<file path="src/rtl/cdb_arbiter.sv">
// Common data bus arbiter for the LEN5 execution pipeline.
// Picks at most one execution-unit result per cycle with rotating priority,
// registers it, and broadcasts it to the ROB and reservation stations.

package cdb_pkg;

  localparam int unsigned ROB_IDX_LEN = 4;
  localparam int unsigned XLEN        = 32;
  localparam int unsigned EXCEPT_W    = 4;

  typedef struct packed {
    logic [ROB_IDX_LEN-1:0] rob_idx;
    logic [XLEN-1:0]        res_value;
    logic                   except_raised;
    logic [EXCEPT_W-1:0]    except_code;
  } cdb_data_t;

endpackage

module cdb_arbiter #(
  parameter int unsigned EU_N  = 7,
  parameter int unsigned CDB_W = $bits(cdb_pkg::cdb_data_t)
) (
  input  logic                       clk_i,
  input  logic                       rst_i,
  input  logic                       flush_i,
  input  logic [EU_N-1:0]            eu_valid_i,
  output logic [EU_N-1:0]            eu_ready_o,
  input  logic [EU_N-1:0][CDB_W-1:0] eu_data_i,
  output logic                       cdb_valid_o,
  input  logic                       cdb_ready_i,
  output logic [CDB_W-1:0]           cdb_data_o
);

  // A single requester still needs a one-bit pointer to keep the vectors legal.
  localparam int unsigned PTR_W = (EU_N > 1) ? $clog2(EU_N) : 1;

  logic [PTR_W-1:0] rr_ptr_q;
  logic             cdb_valid_q;
  logic [CDB_W-1:0] cdb_data_q;

  logic             can_load;
  logic             load_ok;
  logic             transfer;
  logic             grant_found;
  logic [PTR_W-1:0] grant_idx;
  logic [PTR_W:0]   search_sum;
  logic [PTR_W-1:0] search_idx;

  // The output register is free when empty or when its content leaves this cycle.
  assign can_load = !cdb_valid_q || cdb_ready_i;
  // Flush and reset both suppress any acceptance in the current cycle.
  assign load_ok  = can_load && !flush_i && !rst_i;
  assign transfer = grant_found && load_ok;

  // Rotating search: first valid requester at or after rr_ptr_q, modulo EU_N.
  always_comb begin
    // NOTE: every variable driven here gets a default before any conditional
    // assignment, so no path leaves it unassigned and no latch is inferred.
    grant_found = 1'b0;
    grant_idx   = '0;
    search_sum  = '0;
    search_idx  = '0;
    for (int i = 0; i < EU_N; i++) begin
      // NOTE: blocking assignments are correct inside combinational logic;
      // each iteration must see the value computed just above it.
      search_sum = {1'b0, rr_ptr_q} + (PTR_W+1)'(i);
      if (search_sum >= (PTR_W+1)'(EU_N)) begin
        search_sum = search_sum - (PTR_W+1)'(EU_N);
      end
      search_idx = search_sum[PTR_W-1:0];
      if (!grant_found && eu_valid_i[search_idx]) begin
        grant_found = 1'b1;
        grant_idx   = search_idx;
      end
    end
  end

  // One-hot accept toward the winning execution unit, only when it can land.
  always_comb begin
    eu_ready_o = '0;
    if (transfer) begin
      eu_ready_o[grant_idx] = 1'b1;
    end
  end

  // Output register and priority pointer; flush wins over load, load over drain.
  always_ff @(posedge clk_i or posedge rst_i) begin
    if (rst_i) begin
      rr_ptr_q    <= '0;
      cdb_valid_q <= 1'b0;
      cdb_data_q  <= '0;
    end else begin
      // NOTE: sequential state uses non-blocking assignments so all registers
      // update together from the values sampled at the clock edge.
      if (flush_i) begin
        cdb_valid_q <= 1'b0;
      end else if (transfer) begin
        cdb_data_q  <= eu_data_i[grant_idx];
        cdb_valid_q <= 1'b1;
        rr_ptr_q    <= (grant_idx == PTR_W'(EU_N-1)) ? '0 : grant_idx + PTR_W'(1);
      end else if (cdb_valid_q && cdb_ready_i) begin
        cdb_valid_q <= 1'b0;
      end
    end
  end

  assign cdb_valid_o = cdb_valid_q;
  assign cdb_data_o  = cdb_data_q;

endmodule

</file>
<file path="config.mk">
export PLATFORM = sky130hd
export DESIGN_NAME = cdb_arbiter
export DESIGN_NICKNAME = d
export VERILOG_FILES = /design/src/rtl/cdb_arbiter.sv
export SDC_FILE = /design/constraint.sdc
export NUM_CORES = 1
export LEC_CHECK = 0
export BUFFER_PORTS_ARGS = -buffer_cell sky130_fd_sc_hd__buf_4
export CORE_ASPECT_RATIO = 0.9
export CORE_UTILIZATION = 40
export CTS_CLUSTER_DIAMETER = 150
export DETAILED_ROUTE_END_ITERATION = 10
export PLACE_DENSITY = 0.73
export SYNTH_ARGS = -nofsm -noshare
export SYNTH_HDL_FRONTEND = slang
export SYNTH_SLANG_ARGS = --single-unit
</file>
<file path="constraint.sdc">
create_clock -name clk_i -period 4.8 [get_ports clk_i]
set_input_delay 0.48 -clock clk_i [delete_from_list [all_inputs] [get_ports clk_i]]
set_output_delay 0.48 -clock clk_i [all_outputs]
set_load 0.1 [all_outputs]
</file>
==> key figures <==
Job
  • Max_cap viols: 0

Logic synthesis
  • #FFs+latches synth: between 40 and 50
  • Number of synthesized flops with an enable pin: 0
  • Syn Nets: 1290
  • Cells after Synth: 979
  • Synth warnings: 0
  • Synthesized cell area: ~0.0074 mm²
  • Main synth FF type: dfrtp_1
  • Synth Area per Inst: 7.59 µm²
  • Synth unique cells: 71
  • Async set-reset flop share out of synthesis: 100%
  • Seq/Total Area, Yosys: 15.2%

Clocking
  • Clock buffer depth: 2
  • Inserted Clock Buffers: 5
  • Clk sink count: 45
  • CTS tree: built
  • Worst-path clk slew: 0.08 ns
  • H-tree Lvls: 2
  • Root Buffer: clkbuf_16
  • Clock Latency Late Sink: 0.31 ns

Global routing
  • Vias in the first global route: ~9700
  • Total grt overflow: 0
  • First-pass GRT wire length: around 56000 µm
  • Initial antenna violation count: 0
  • Gr usage total: 37.3%
  • Largest net degree at the start of global routing: roughly 120

Floorplanning
  • Starting Density: 41.5%
  • FP Rows: 46
  • # IOs: 347
  • Die ar.: 0.0191 mm²
  • Core Box Area: 0.0179 mm²
  • Die X: 146 µm
  • Die Y-Extent: approximately 130 µm

STA
  • Actual slew at the worst max-slew pin: 1.18 ns
  • Final Max Slew Viols: 0
  • Skew final: 0.00861 ns
  • Fin crit period: 4.68 ns
  • Fin. Hold Viols: 0
  • # setup viols final: 0
  • Fmax: roughly 210 MHz
  • Fin crit share: 97.4%
  • Worst hold slack: approximately 0.36 ns
  • Worst rel slew slack: 21.4%
  • Final setup margin: ~0.12 ns

Layout
  • Layout net count: 1565
  • Area Overhead vs Synth: 46.8%
  • Fill count: 1613
  • Ant diodes: 0
  • Non-filler cells in the finished layout: 1495
  • Layout cell share with drive strength beyond 1: between 30 and 40%

Critical path
  • Worst Path Arrival: between 4 and 5 ns
  • Crit Path Class: reg -> out
  • Crit Path Max Fanout: 15
  • CP Launch Type: register
  • CP Capture Type: output port
  • Critical Path RT: roughly 4.3 ns

Drt
  • Vias per std cell: 6.95
  • WL met2: 16700 µm
  • DRC errors left: 0
  • DRT met1 WL: 14500 µm
  • Initial DRC count: 1246
  • WL/cell: 24.9 µm
  • Max Used Layer: met4
  • Antenna Nets Post-Route: 0
  • First-pass detailed-route iteration total: 5
  • Final WL: 37300 µm
  • Met3 wire len: 4300 µm
  • Via count: between 10000 and 15000

Min path
  • Hold Path Class: in -> reg

Placement
  • I/O Buffers: between 300 and 400
  • Dpl ws: approximately 0.18 ns
  • Dpl hpwl: 26500 µm
  • Placed Instances: between 1000 and 1500
  • GP Congestion: 0.970

Status
  • Status: finished, final reports clean
[area by class of cell]
cell class	instances	area (µm²)	share of cell area [%]
clock buffer	5	125	1.15
clock inverter	3	68.8	0.631
inverter	9	33.8	0.310
multi-input combinational	778	5980	54.8
sequential	45	1130	10.3
tap	240	300	2.75
timing repair buffer	415	3280	30.0
[Yosys cell counts, types with 3 or more instances]
cell | number | area (µm²)
clkbuf_1 | 115 | 432
o211ai_1 | 85 | 638
a41oi_1 | 82 | 718
nor2_1 | 59 | 221
a31oi_1 | 49 | 307
and2_1 | 45 | 282
dfrtp_1 | 45 | 1130
nand4_1 | 44 | 275
o31ai_1 | 42 | 315
and3_1 | 41 | 257
or3_1 | 41 | 257
o2111a_1 | 40 | 450
o311ai_1 | 39 | 342
buf_2 | 28 | 140
nand2_1 | 27 | 101
nand2b_1 | 15 | 93.8
o21ai_0 | 14 | 70.1
a21oi_1 | 12 | 60.1
ha_1 | 12 | 150
mux2i_1 | 11 | 110
inv_1 | 9 | 33.8
mux2_2 | 9 | 101
nor2b_1 | 9 | 56.3
nand3_1 | 8 | 40.0
nor3_1 | 8 | 40.0
a21o_1 | 5 | 37.5
and3b_1 | 4 | 35.0
nand3b_1 | 4 | 30.0
nor3b_1 | 4 | 30.0
o21a_1 | 4 | 30.0
o221ai_1 | 4 | 35.0
a211o_1 | 3 | 26.3
a21boi_1 | 3 | 22.5
a32oi_1 | 3 | 26.3
buf_1 | 3 | 11.3
o211a_1 | 3 | 30.0
o21ai_1 | 3 | 15.0
o21bai_1 | 3 | 22.5
xor2_1 | 3 | 26.3
[per-stage QoR]
step | TNS (ns) | utilization [%] | instance area [µm²]
6_report | 0 | 60.9 | 10900
2_1_floorplan | 0 | - | 7600
5_1_grt | -0.0528 | 60.9 | 10900
4_1_cts | 0 | 59.8 | 10700
3_5_place_dp | 0 | 58.5 | 10500
3_3_place_gp | 0 | 58.5 | 10500
[critical path, stage by stage (launching register included)]
cell	delay [ns]
dfrtp_1	0.37
buf_4	0.25
inv_1	0.13
ha_2	0.46
mux2_2	0.35
o211ai_1	0.21
a21boi_2	0.09
or3_2	0.53
or3b_4	0.46
o32ai_4	0.37
buf_12	0.19
nor2_4	0.07
nor3_4	0.19
buf_12	0.21
[cell families after synthesis]
group / after synthesis / synth area share (%)
muxes: 22 / 3.45
DFF: 45 / 15.2
buffers and inverters: 156 / 8.40
xor gates and xnor gates: 5 / 0.589
adders and majority gates: 13 / 2.29
AOI/OAI and AO/OA: 421 / 46.2
and+or+nand+nor: 317 / 24.0
[state kept, by name, indices dropped and copies added, names as in the netlist]
register     flops
cdb_data_o      41
rr_ptr_q         3
cdb_valid_o      1
[layer usage]
layer	up-vias	GRT usage, %
met5	-	0
met4	0	18.0
met3	111	8.82
li1	4589	-
met1	4904	48.8
met2	782	57.5
[worst paths after layout]
path,depth (start not counted),startpoint,slack (ns),to
worst max register to register,15,rr_ptr_q[1],0.18,cdb_data_o[10]
worst min register to register,2,cdb_data_o[34],0.55,cdb_data_o[34]
worst min-delay path,2,flush_i,0.36,cdb_valid_o
worst max-delay path,13,rr_ptr_q[1],0.12,eu_ready_o[5]
min in group asynchronous,2,rst_i,0.49,cdb_valid_o
max in group asynchronous,2,rst_i,3.59,cdb_data_o[28]
[cell usage in the layout, fill, tap and decap left out, types with 6 or more instances in the layout]
cell type	instances
or3_1	40
a21oi_1	12
o31ai_1	42
nor3_4	6
mux2_2	9
dfrtp_1	45
nor2b_1	9
a41oi_1	82
buf_4	398
nand2_1	23
mux2i_1	11
o2111a_1	40
o211ai_1	85
nand2b_1	15
nand3_1	6
ha_1	7
nand4_1	44
clkbuf_16	6
nor2_1	57
inv_1	7
a31oi_1	48
o21ai_0	13
and2_1	44
buf_12	8
o311ai_1	39
and3_1	41
[what timing repair did]
item                                    4_1_cts  5_1_grt
gates resized for setup                       6       32
hold buffers                                  0        0
buffers inserted                              2        5
gates cloned                                  0        1
endpoints found under the setup margin        5       23
endpoints found under the hold margin         0        0
pin swaps                                     1        3
Power is not shown: default switching activity piles up to over one toggle a cycle in this logic, so the estimate is an artifact.
